$ cat src/rtl/mem_sched_pkg.sv
// Shared types and constants for the memory port scheduler.
// The state enum and the data value returned on a bus timeout.
package mem_sched_pkg;

    typedef enum logic [1:0] {
        IDLE  = 2'd0,
        FETCH = 2'd1,
        DATA  = 2'd2,
        DONE  = 2'd3
    } sched_state_t;

    localparam int          TIMEOUT_DEFAULT = 16;
    localparam logic [31:0] ERR_DATA        = 32'h0;

endpackage

$ cat src/rtl/mem_timeout_counter.sv
// Down-counter that flags a memory access left unanswered for TIMEOUT cycles.
// Reloads while clear is high; expired is asserted in the TIMEOUT-th enabled cycle.
module mem_timeout_counter #(
    parameter int TIMEOUT = 16
) (
    input  logic clk,
    input  logic reset,
    input  logic clear,
    input  logic enable,
    output logic expired
);

    localparam int CW = $clog2(TIMEOUT + 1);

    logic [CW-1:0] count;

    always_ff @(posedge clk or negedge reset) begin
        if (!reset) begin
            count <= '0;
        end else if (clear) begin
            count <= CW'(TIMEOUT - 1);
        end else if (enable && count != '0) begin
            count <= count - CW'(1);
        end
    end

    assign expired = enable && (count == '0);

endmodule

$ cat src/rtl/mem_port_scheduler.sv
// Serialises instruction fetch and data access onto one shared memory port.
// Define MEM_TIMEOUT_EN to abort accesses that see no m_ready within TIMEOUT cycles.
module mem_port_scheduler
    import mem_sched_pkg::*;
#(
    parameter int bus     = 32,
    parameter int TIMEOUT = TIMEOUT_DEFAULT
) (
    input  logic           clk,
    input  logic           reset,
    input  logic           if_req,
    input  logic [bus-1:0] if_addr,
    output logic [bus-1:0] if_data,
    output logic           if_valid,
    input  logic           d_re,
    input  logic           d_we,
    input  logic [bus-1:0] d_addr,
    input  logic [bus-1:0] d_wdata,
    output logic [bus-1:0] d_rdata,
    output logic           d_valid,
    output logic           m_req,
    output logic           m_we,
    output logic [bus-1:0] m_addr,
    output logic [bus-1:0] m_wdata,
    input  logic [bus-1:0] m_rdata,
    input  logic           m_ready,
    output logic           stall,
    output logic           bus_error
);

    if (TIMEOUT < 1) begin : g_bad_timeout
        $error("mem_port_scheduler: TIMEOUT must be at least 1");
    end

    sched_state_t state, state_nxt;
    logic         f_done, d_done;
    logic         want_if, want_d, in_xfer, timeout_hit, xfer_end;

    assign want_if  = if_req & ~f_done;
    assign want_d   = (d_re | d_we) & ~d_done;
    assign stall    = want_if | want_d;
    assign in_xfer  = (state == FETCH) || (state == DATA);
    assign xfer_end = in_xfer & (m_ready | timeout_hit);

`ifdef MEM_TIMEOUT_EN
    mem_timeout_counter #(.TIMEOUT(TIMEOUT)) u_timeout (
        .clk     (clk),
        .reset   (reset),
        .clear   (~in_xfer),
        .enable  (in_xfer),
        .expired (timeout_hit)
    );

    always_ff @(posedge clk or negedge reset) begin
        if (!reset) begin
            bus_error <= 1'b0;
        end else if (in_xfer && !m_ready && timeout_hit) begin
            bus_error <= 1'b1;
        end
    end
`else
    assign timeout_hit = 1'b0;
    assign bus_error   = 1'b0;
`endif

    always_ff @(posedge clk or negedge reset) begin
        if (!reset) state <= IDLE;
        else        state <= state_nxt;
    end

    always_comb begin
        state_nxt = state;
        case (state)
            IDLE: begin
                if (want_if)               state_nxt = FETCH;
                else if (want_d)           state_nxt = DATA;
                else if (f_done || d_done) state_nxt = DONE;
            end
            FETCH, DATA: if (m_ready || timeout_hit) state_nxt = IDLE;
            DONE:    state_nxt = IDLE;
            default: state_nxt = IDLE;
        endcase
    end

    // Flags are cleared on the way into DONE so stall rises again during DONE,
    // giving the processor exactly one low-stall cycle per step.
    always_ff @(posedge clk or negedge reset) begin
        if (!reset) begin
            f_done   <= 1'b0;
            d_done   <= 1'b0;
            m_req    <= 1'b0;
            m_we     <= 1'b0;
            m_addr   <= '0;
            m_wdata  <= '0;
            if_data  <= '0;
            if_valid <= 1'b0;
            d_rdata  <= '0;
            d_valid  <= 1'b0;
        end else begin
            if_valid <= 1'b0;
            d_valid  <= 1'b0;
            case (state)
                IDLE: begin
                    if (want_if) begin
                        m_req   <= 1'b1;
                        m_we    <= 1'b0;
                        m_addr  <= if_addr;
                        m_wdata <= '0;
                    end else if (want_d) begin
                        m_req   <= 1'b1;
                        m_we    <= d_we;
                        m_addr  <= d_addr;
                        m_wdata <= d_wdata;
                    end else if (f_done || d_done) begin
                        f_done <= 1'b0;
                        d_done <= 1'b0;
                    end
                end
                FETCH: begin
                    if (xfer_end) begin
                        m_req    <= 1'b0;
                        if_data  <= m_ready ? m_rdata : bus'(ERR_DATA);
                        if_valid <= 1'b1;
                        f_done   <= 1'b1;
                    end
                end
                DATA: begin
                    if (xfer_end) begin
                        m_req   <= 1'b0;
                        d_valid <= 1'b1;
                        d_done  <= 1'b1;
                        if (!m_we) d_rdata <= m_ready ? m_rdata : bus'(ERR_DATA);
                    end
                end
                default: ;
            endcase
        end
    end

endmodule

$ cat config.mk
export PLATFORM = sky130hd
export DESIGN_NAME = mem_port_scheduler
export DESIGN_NICKNAME = d
export VERILOG_FILES = /design/src/rtl/mem_sched_pkg.sv /design/src/rtl/mem_timeout_counter.sv /design/src/rtl/mem_port_scheduler.sv
export SDC_FILE = /design/constraint.sdc
export NUM_CORES = 1
export LEC_CHECK = 0
export CORE_AREA = 2 2 130 132
export CTS_CLUSTER_SIZE = 25
export DETAILED_ROUTE_END_ITERATION = 8
export DIE_AREA = 0 0 132 134
export GPL_TIMING_DRIVEN = 0
export PLACE_DENSITY = 0.7
export RECOVER_POWER = 50
export SYNTH_ARGS = -nofsm -noshare
export SYNTH_HDL_FRONTEND = slang
export SYNTH_SLANG_ARGS = --single-unit
$ cat constraint.sdc
create_clock -name clk -period 4.5 [get_ports clk]
set_input_delay 0.9 -clock clk [delete_from_list [all_inputs] [get_ports clk]]
set_output_delay 0.9 -clock clk [all_outputs]
set_load 0.05 [all_outputs]
==> metrics.txt, run 1 <==
Final min period 3670 ps; final setup vio count 0; GRT Residual Overflow 0; number of max-cap violations 1; slew margin rel. -0.909; Vias 4239; first-pass GRT wire length around 25 mm; WS Path Type input port to output pin; required time of the critical path roughly 3600 ps; wirelength, routed about 16 mm; design area approximately 9100 um2; clk sink count between 100 and 150; die height between 100 and 150 um; die area roughly 18000 um2; register bit total from synthesis 136; CTS clock-pin slew for the worst setup and hold paths roughly 60 ps; failing checks capacitance limit, slew limit; Final nets about 820; Synthesized Nets between 500 and 600; post-synthesis instance area 5600 um2; Hold-fix buffers, CTS 0; GPL Wtd Cong about 0.77; CTS tree done; Area after DPL ~8600 um2; Post-DRT Antenna Nets 0; postcts setup bufs 0; Max FO, Critical Path 5; Worst Hold Class flop to flop; Layout area overhead 62.0%; Comb pwr share 0.545; RSZ-0062 raised after global routing false; Core Area roughly 16000 um2; commonest non-fill, non-tap cells in the layout 263 x clkdlybuf4s50_1, 136 x dfrtp_1, 34 x nand2_1, 34 x a22o_1, 34 x mux2_2; switching pwr around 3.7 mW; Max Fclk around 270 MHz; post-CTS resize count 0; initial antenna violation count 0; pin count of the biggest net entering global routing 85; Die Wd roughly 130 um; Primary FF master, synth dfrtp_1; Final Hold Vio Count 0; share of total power in the clock network 0.195; number of global-route vias before repair between 4000 and 5000; fin. max-slew vios 53; vias per cell approximately 4.6; Internal Power approximately 4.4 mW; Sequential Power Share 0.260; H-tree Lvls 4; status complete, but fails checks; initial DRC count ~110; Post-DP HPWL 11.8 mm; register cell area after layout between 3000 and 4000 um2; Ys Warns 0; Post-synth EDFFs 0; CTS root buffer clkbuf_16; Worst setup EP type output pin; DR pass1 iterations 4; later-pin clock latency in the skew report between 400 and 500 ps; DRC violations left 0; fin crit share 0.816; most common cell after layout, fill and taps aside clkdlybuf4s50_1; multi-input combinational cell area roughly 1800 um2; Synth async-reset ratio 1.00; all-layer global routing usage 0.181; Pleak slightly below 4 nW; I/O Pins 268; # rows between 40 and 50; post-synth cell types 30; port bufs about 270; TritonCTS Buffers 17; Mean Syn Cell Area between 10 and 15 um2; maximum vdd drop between 400 and 500 uV; sequential element share of the synthesized area 0.608; Longest Clk Path Bufs 2; CP startpoint kind input port; PwrDens between 800 and 900 nW/um2; Net Sw Frac 0.454; filler cell count 1358; Starting Density 0.344; Post-Syn Instances 393; WL/cell ~17 um; final worst slack 827 ps; pre-CTS WS 1050 ps; share of layout cells above drive strength 1 0.123; skew final 9.46 ps; Slew @ Worst Pin between 2000 and 3000 ps; CP arrival 2770 ps; total power roughly 8.1 mW
[worst max-delay path, cell delays in order]
cell	delay, ps
dlygate4sd3_1	590
o21bai_1	410
nand2_1	110
clkdlybuf4s50_1	750
[cells in the mapped netlist (all sizes together) (2+ instances only)]
cell | count | area share
nand2 | 34 | 0.023
dfrtp | 136 | 0.61
o21ai | 36 | 0.032
a22o | 34 | 0.053
mux2i | 32 | 0.057
buf | 22 | 0.035
mux2 | 64 | 0.15
ha | 4 | 0.0089
clkbuf | 4 | 0.0040
nand3 | 2 | 0.0018
nand2b | 2 | 0.0022
nor2 | 3 | 0.0020
a21oi | 3 | 0.0027
inv | 6 | 0.0040
[registers in the layout, summed over array words and instances (netlist names)]
name	flops
d_valid	1
d_done	1
if_valid	1
if_data	32
state	2
m_we	1
m_req	1
m_addr	32
d_rdata	32
m_wdata	32
f_done	1
[final cells by class]
type	instances	share of cell area
clock inverter	11	0.0211
antenna	1	0.000276
sequential	136	0.375
inverter	6	0.00248
tap	220	0.0303
buffer	26	0.0188
clock buffer	21	0.0530
multi-input combinational	225	0.203
timing repair buffer	267	0.296
[cell families (layout without fill, tap and decap cells)]
logic type,after synthesis,after routing,share of synthesized area
DFF,136,136,0.608
muxes,96,96,0.206
AOI/OAI and AO/OA,77,77,0.0956
and+or+nand+nor,47,47,0.0378
buffers and inverters,32,331,0.0433
adders and majority gates,4,4,0.00894
other,1,2,0.000670
[final timing paths]
check	start	to	slack, ps	cells past startpoint
hold reg to reg	m_addr[13]	m_addr[13]	480	2
setup reg to reg	state[0]	d_rdata[22]	2110	7
min in group asynchronous	reset	if_data[7]	1410	1
max in group asynchronous	reset	m_wdata[11]	1470	1
setup / recovery	d_we	stall	830	4
hold / removal	m_addr[13]	m_addr[13]	480	2
[per-layer routing]
layer,GRT usage,part of all wire,up-vias
met5,0,0,-
met3,0.0642,0.081,14
met1,0.209,0.40,2084
met2,0.316,0.50,178
met4,0.0556,0.013,0
li1,-,-,1963
[power groups by stage]
stage	clock, mW	sequential [mW]	combinational [mW]
floorplan	0	3.94	1.16
CTS	1.61	2.11	4.59
detailed placement	0	2.11	4.58
global placement	0	2.09	4.53
finish	1.57	2.10	4.40
global route	1.68	2.16	4.61
[through the flow]
stage                     hold slack, ps  instances  TNS, ps  utilization
final                                483        913        0        0.557
after global routing                 503        912        0        0.557
after CTS                            439        912        0        0.567
after detailed placement             474        880        0        0.526
after global placement               467        879  -381100        0.524
after floorplan                      516        393        0            -
Note: power is estimated with default switching activity, not from simulation.
==> inputs of run 2 (changes only) <==
clock period = 3.62 ns   (was 4.5 ns; I/O delays follow)
==> metrics.txt, run 2 (synthesis gave the netlist of run 1 again) <==
required time of the critical path 2900 ps (-700 ps); all-layer global routing usage 0.181 (unchanged); pin count of the biggest net entering global routing 85 (unchanged); Core Area 16300 um2 (unchanged); Vias 4237 (-0.047%); Layout area overhead 62.0% (about the same); Slew @ Worst Pin 2470 ps (-395 ps); TritonCTS Buffers 17 (unchanged); most common cell after layout, fill and taps aside clkdlybuf4s50_1; placed insts 880 (unchanged); Final Non-Filler Cells 912 (-0.11%); slew margin rel. -0.646 (+0.263); slowest cell on the critical path clkdlybuf4s50_1; Worst path most repeated cell clkdlybuf4s50_1; Pleak 3.98 nW (about the same); number of max-cap violations 1 (unchanged); skew final 9.46 ps (unchanged); die area 17700 um2 (unchanged); Longest Clk Path Bufs 2 (unchanged); I/O Pins 268 (unchanged); port bufs 266 (unchanged); crit-path cells clkdlybuf4s50_1, o21bai_1, nand2_1, clkdlybuf4s50_1; Max FO, Critical Path 5 (unchanged); Final min period ~3200 ps; Post-DP HPWL 11.8 mm (unchanged); vias per cell 4.65 (about the same); Worst setup EP type output pin; DR pass1 iterations 4 (unchanged); GRT Residual Overflow 0 (unchanged); PwrDens 1110 nW/um2 (+24%); maximum vdd drop 551 uV (+24%); Post-DRT Antenna Nets 0 (unchanged); Hold-fix buffers, CTS 0 (unchanged); CP peak stage delay 750 ps (about the same); total power 10.0 mW (+24%); final setup vio count 0 (unchanged); pre-CTS WS 525 ps (-528 ps); initial DRC count 113 (unchanged); RSZ-0062 raised after global routing false; DRC violations left 0 (unchanged); fin crit share 0.885; post-CTS resize count 0 (unchanged); CP arrival 2480 ps (-290 ps); Max Fclk about 310 MHz; commonest non-fill, non-tap cells in the layout 264 x clkdlybuf4s50_1, 136 x dfrtp_1, 34 x nand2_1, 34 x a22o_1, 34 x mux2_2; # rows 47 (unchanged); later-pin clock latency in the skew report 410 ps (about the same); CTS root buffer clkbuf_16; die height 134 um (unchanged); H-tree Lvls 4 (unchanged); Worst Hold Class flop to flop; GPL Wtd Cong 0.765 (unchanged); CTS tree done; share of layout cells above drive strength 1 0.123 (unchanged); final worst slack 417 ps (-410 ps); WS Path Type input port to output pin; fin. max-slew vios 53 (unchanged); wirelength, routed 15.7 mm (about the same); status complete, but fails checks; WL/cell 17.2 um (+0.13%); Ant. Diodes 0 (-1); CTS clock-pin slew for the worst setup and hold paths 60 ps (about the same); Die Wd 132 um (unchanged); failing checks capacitance limit, slew limit; final setup TNS 0 ps (unchanged); clk sink count 136 (unchanged); Final Hold Vio Count 0 (unchanged); Final nets 817 (unchanged); postcts setup bufs 0 (unchanged); initial antenna violation count 0 (unchanged); CP startpoint kind input port; number of global-route vias before repair 4674 (unchanged); WP buf/inv 2 (unchanged); first-pass GRT wire length 25.0 mm (unchanged); crit-path leading delay family buffers and inverters; Starting Density 0.344 (unchanged)
==> run 2: cell count changes in the layout (fill, tap and decap cells not counted), sizes merged <==
cell / previous run / this run
dlygate4sd3: 2 / 1
clkbuf: 36 / 35
clkdlybuf4s25: 0 / 1
diode: 1 / 0
clkdlybuf4s50: 263 / 264
==> run 2: power breakdown <==
| part | leakage (nW) | internal, mW | switching, mW |
|---|---|---|---|
| registers | 1.69 | 2.22 | 0.391 |
| clock network | 0.333 | 1.30 | 0.660 |
| logic | 1.95 | 1.97 | 3.51 |
| total | 3.98 | 5.48 | 4.56 |
==> run 2: final cells by class <==
class / instances / area [um2]
multi-input cells: 225 / 1840
clock inverters: 11 / 191
plain buffers: 26 / 170
inverters: 6 / 22.5
well taps: 220 / 275
fillers: 1358 / 7210
flip-flops and latches: 136 / 3400
clock buffers: 21 / 480
repair buffers: 267 / 2690
==> run 2: worst min-delay path: cells and delay by family (launching register included) <==
family / cells / cell delay (ps)
compound gates: 1 / 60
flops: 1 / 340
simple gates: 1 / 50
==> run 2: path summary, 6_finish.rpt <==
| check | start | end | cells after the start | slack (ps) |
|---|---|---|---|---|
| setup / recovery | d_we | stall | 4 | 420 |
| hold / removal | m_addr[13] | m_addr[13] | 2 | 480 |
| hold reg to reg | m_addr[13] | m_addr[13] | 2 | 480 |
| max in group asynchronous | reset | m_wdata[11] | 1 | 940 |
| min in group asynchronous | reset | if_data[7] | 1 | 1260 |
| setup reg to reg | state[0] | d_rdata[22] | 7 | 1230 |
==> run 2: layer usage <==
metal  global-route usage  wire, um
met5                    0         0
met1                0.209      6290
met3               0.0642      1280
met2                0.316      7930
met4               0.0556       208
==> run 2: through the flow <==
step | utilization | hold slack (ps) | area, um2
finish | 0.557 | 483 | 9070
global route | 0.557 | 503 | 9070
CTS | 0.567 | 263 | 9240
detailed placement | 0.526 | 474 | 8570
global placement | 0.524 | 467 | 8540
floorplan | - | 428 | 5600
==> patch, RTL diff (config.mk and constraints of run 1) <==
`bus`: 32 -> 16.
--- a/src/rtl/mem_port_scheduler.sv
+++ b/src/rtl/mem_port_scheduler.sv
@@ -5,3 +5,3 @@
 #(
-    parameter int bus     = 32,
+    parameter int bus     = 16,
     parameter int TIMEOUT = TIMEOUT_DEFAULT
Interface: changed (8 resized); port bits go from 268 to 140. No check against the original RTL was run, so the function may have changed too.
==> patch against run 1 <==
Die area is the same. Synthesized area down 46%. Total power decreased by 46%. Clock skew decreased by 0.0049 ns. Routed wire length decreased by 47%. Count of clock-buffer cells in the layout down 10. Combinational power shrank 44%. Worst setup slack lost 0.15 ns. Final area down 46%. Sequential cell count down 64. Maximum frequency is 3.9% lower.
==> patch: results (changes against run 1) <==
metric,value,unit,change
run status,completed,,
number of H-tree levels,3,,-1
share of cells above drive strength 1,13.37,%,+1.1 points
VDD IR max,0.0003022,V,-32%
Mean Syn Cell Area,13.70,um2,-3.9%
PortBufs,138,,-48%
GPL Wtd Cong,0.7588,,-0.81%
FFs & Latches,72,,-47%
P_clk,734,uW,-53%
GRT Total Usage,9.762,%,-8.3 points
post-synthesis compound-gate area fraction,10.97,%,+1.4 points
Clock Buffer Count,11,,-48%
buffering overhead,29.84,%,-1.6 points
Num CTS Buffers,9,,-8
P_seq,1150,uW,-45%
FILL cells,1658,,+22%
die area,0.01769,mm2,unchanged
drt pass-1 iters,4,,unchanged
Least-Margin Pin Slew,0.9592,ns,-1.904 ns
non-clock buffer count,151,,-48%
"Max FO, Critical Path",6,,+1
P_leak,0.002108,uW,-47%
clk_skew,0.004536,ns,-0.004925 ns
Via Count,2333,,-45%
leading post-synthesis cells by cell area,"dfrtp_1, mux2_2, mux2i_1",,
Netlist cell types,29,,-3.3%
Post-synth top cells,"dfrtp_1, mux2_2, nand2_1",,
cts repair resizes,0,,unchanged
post-synthesis adder-cell area fraction,1.668,%,+0.77 points
first-pass GRT wire length,13300,um,-47%
Inserted Diodes,1,,unchanged
register area,0.001802,mm2,-47%
Inst Count DP,578,,-34%
P_sw,2046,uW,-44%
CP max stage delay,0.77,ns,+0.02 ns
Wirelength per Cell,14.06,um,-18%
post-CTS setup buffers,0,,unchanged
data arrival time of the critical path,2.92,ns,+0.15 ns
hpwl dp,6191,um,-48%
Finished Layout Cells,595,,-35%
Starting DRT DRC Count,39,,-65%
final net count,443,,-46%
clock-cell share of area,6.242,%,-1.2 points
syn_nets,293,,-45%
fraction of area in multi-input gates,21.29,%,+0.99 points
initial antenna violation count,1,,+1
Max Root-Sink Buffers,2,,unchanged
comb_multi_in,129,,-43%
largest net degree at the start of global routing,59,,-31%
number of global-route vias before repair,2434,,-48%
worst skew pair latency,0.33,ns,-0.08 ns
sequential fraction of the synthesis area,60.05,%,-0.72 points
mux cell area share after synthesis,18.60,%,-2.0 points
==> patch: worst paths after layout <==
check | from | end | slack (ns) | cells past startpoint
worst max register to register | state[0] | d_rdata[7] | 1.98 | 7
worst max-delay path | d_we | stall | 0.68 | 4
worst min register to register | m_addr[1] | m_addr[1] | 0.48 | 2
max in group asynchronous | reset | m_wdata[15] | 3.01 | 2
min in group asynchronous | reset | if_data[8] | 0.70 | 1
worst min-delay path | m_addr[1] | m_addr[1] | 0.48 | 2
==> patch: stage by stage <==
step                instance area [um2]  power [uW]  worst slack (ns)
floorplan                          3000        2802             2.176
global placement                   4657        3648           0.04579
detailed placement                 4682        3697             1.047
CTS                                4990        4462             1.034
global route                       4928        4590            0.5611
finish                             4931        4357            0.6759
==> patch: layer usage <==
metal | vias up | global-route usage [%] | share of wire [%]
met5 | - | 0 | 0
met4 | 0 | 4.408 | 1.4
met3 | 9 | 3.590 | 9.2
met2 | 116 | 15.57 | 46
met1 | 1129 | 11.81 | 43
li1 | 1079 | - | -
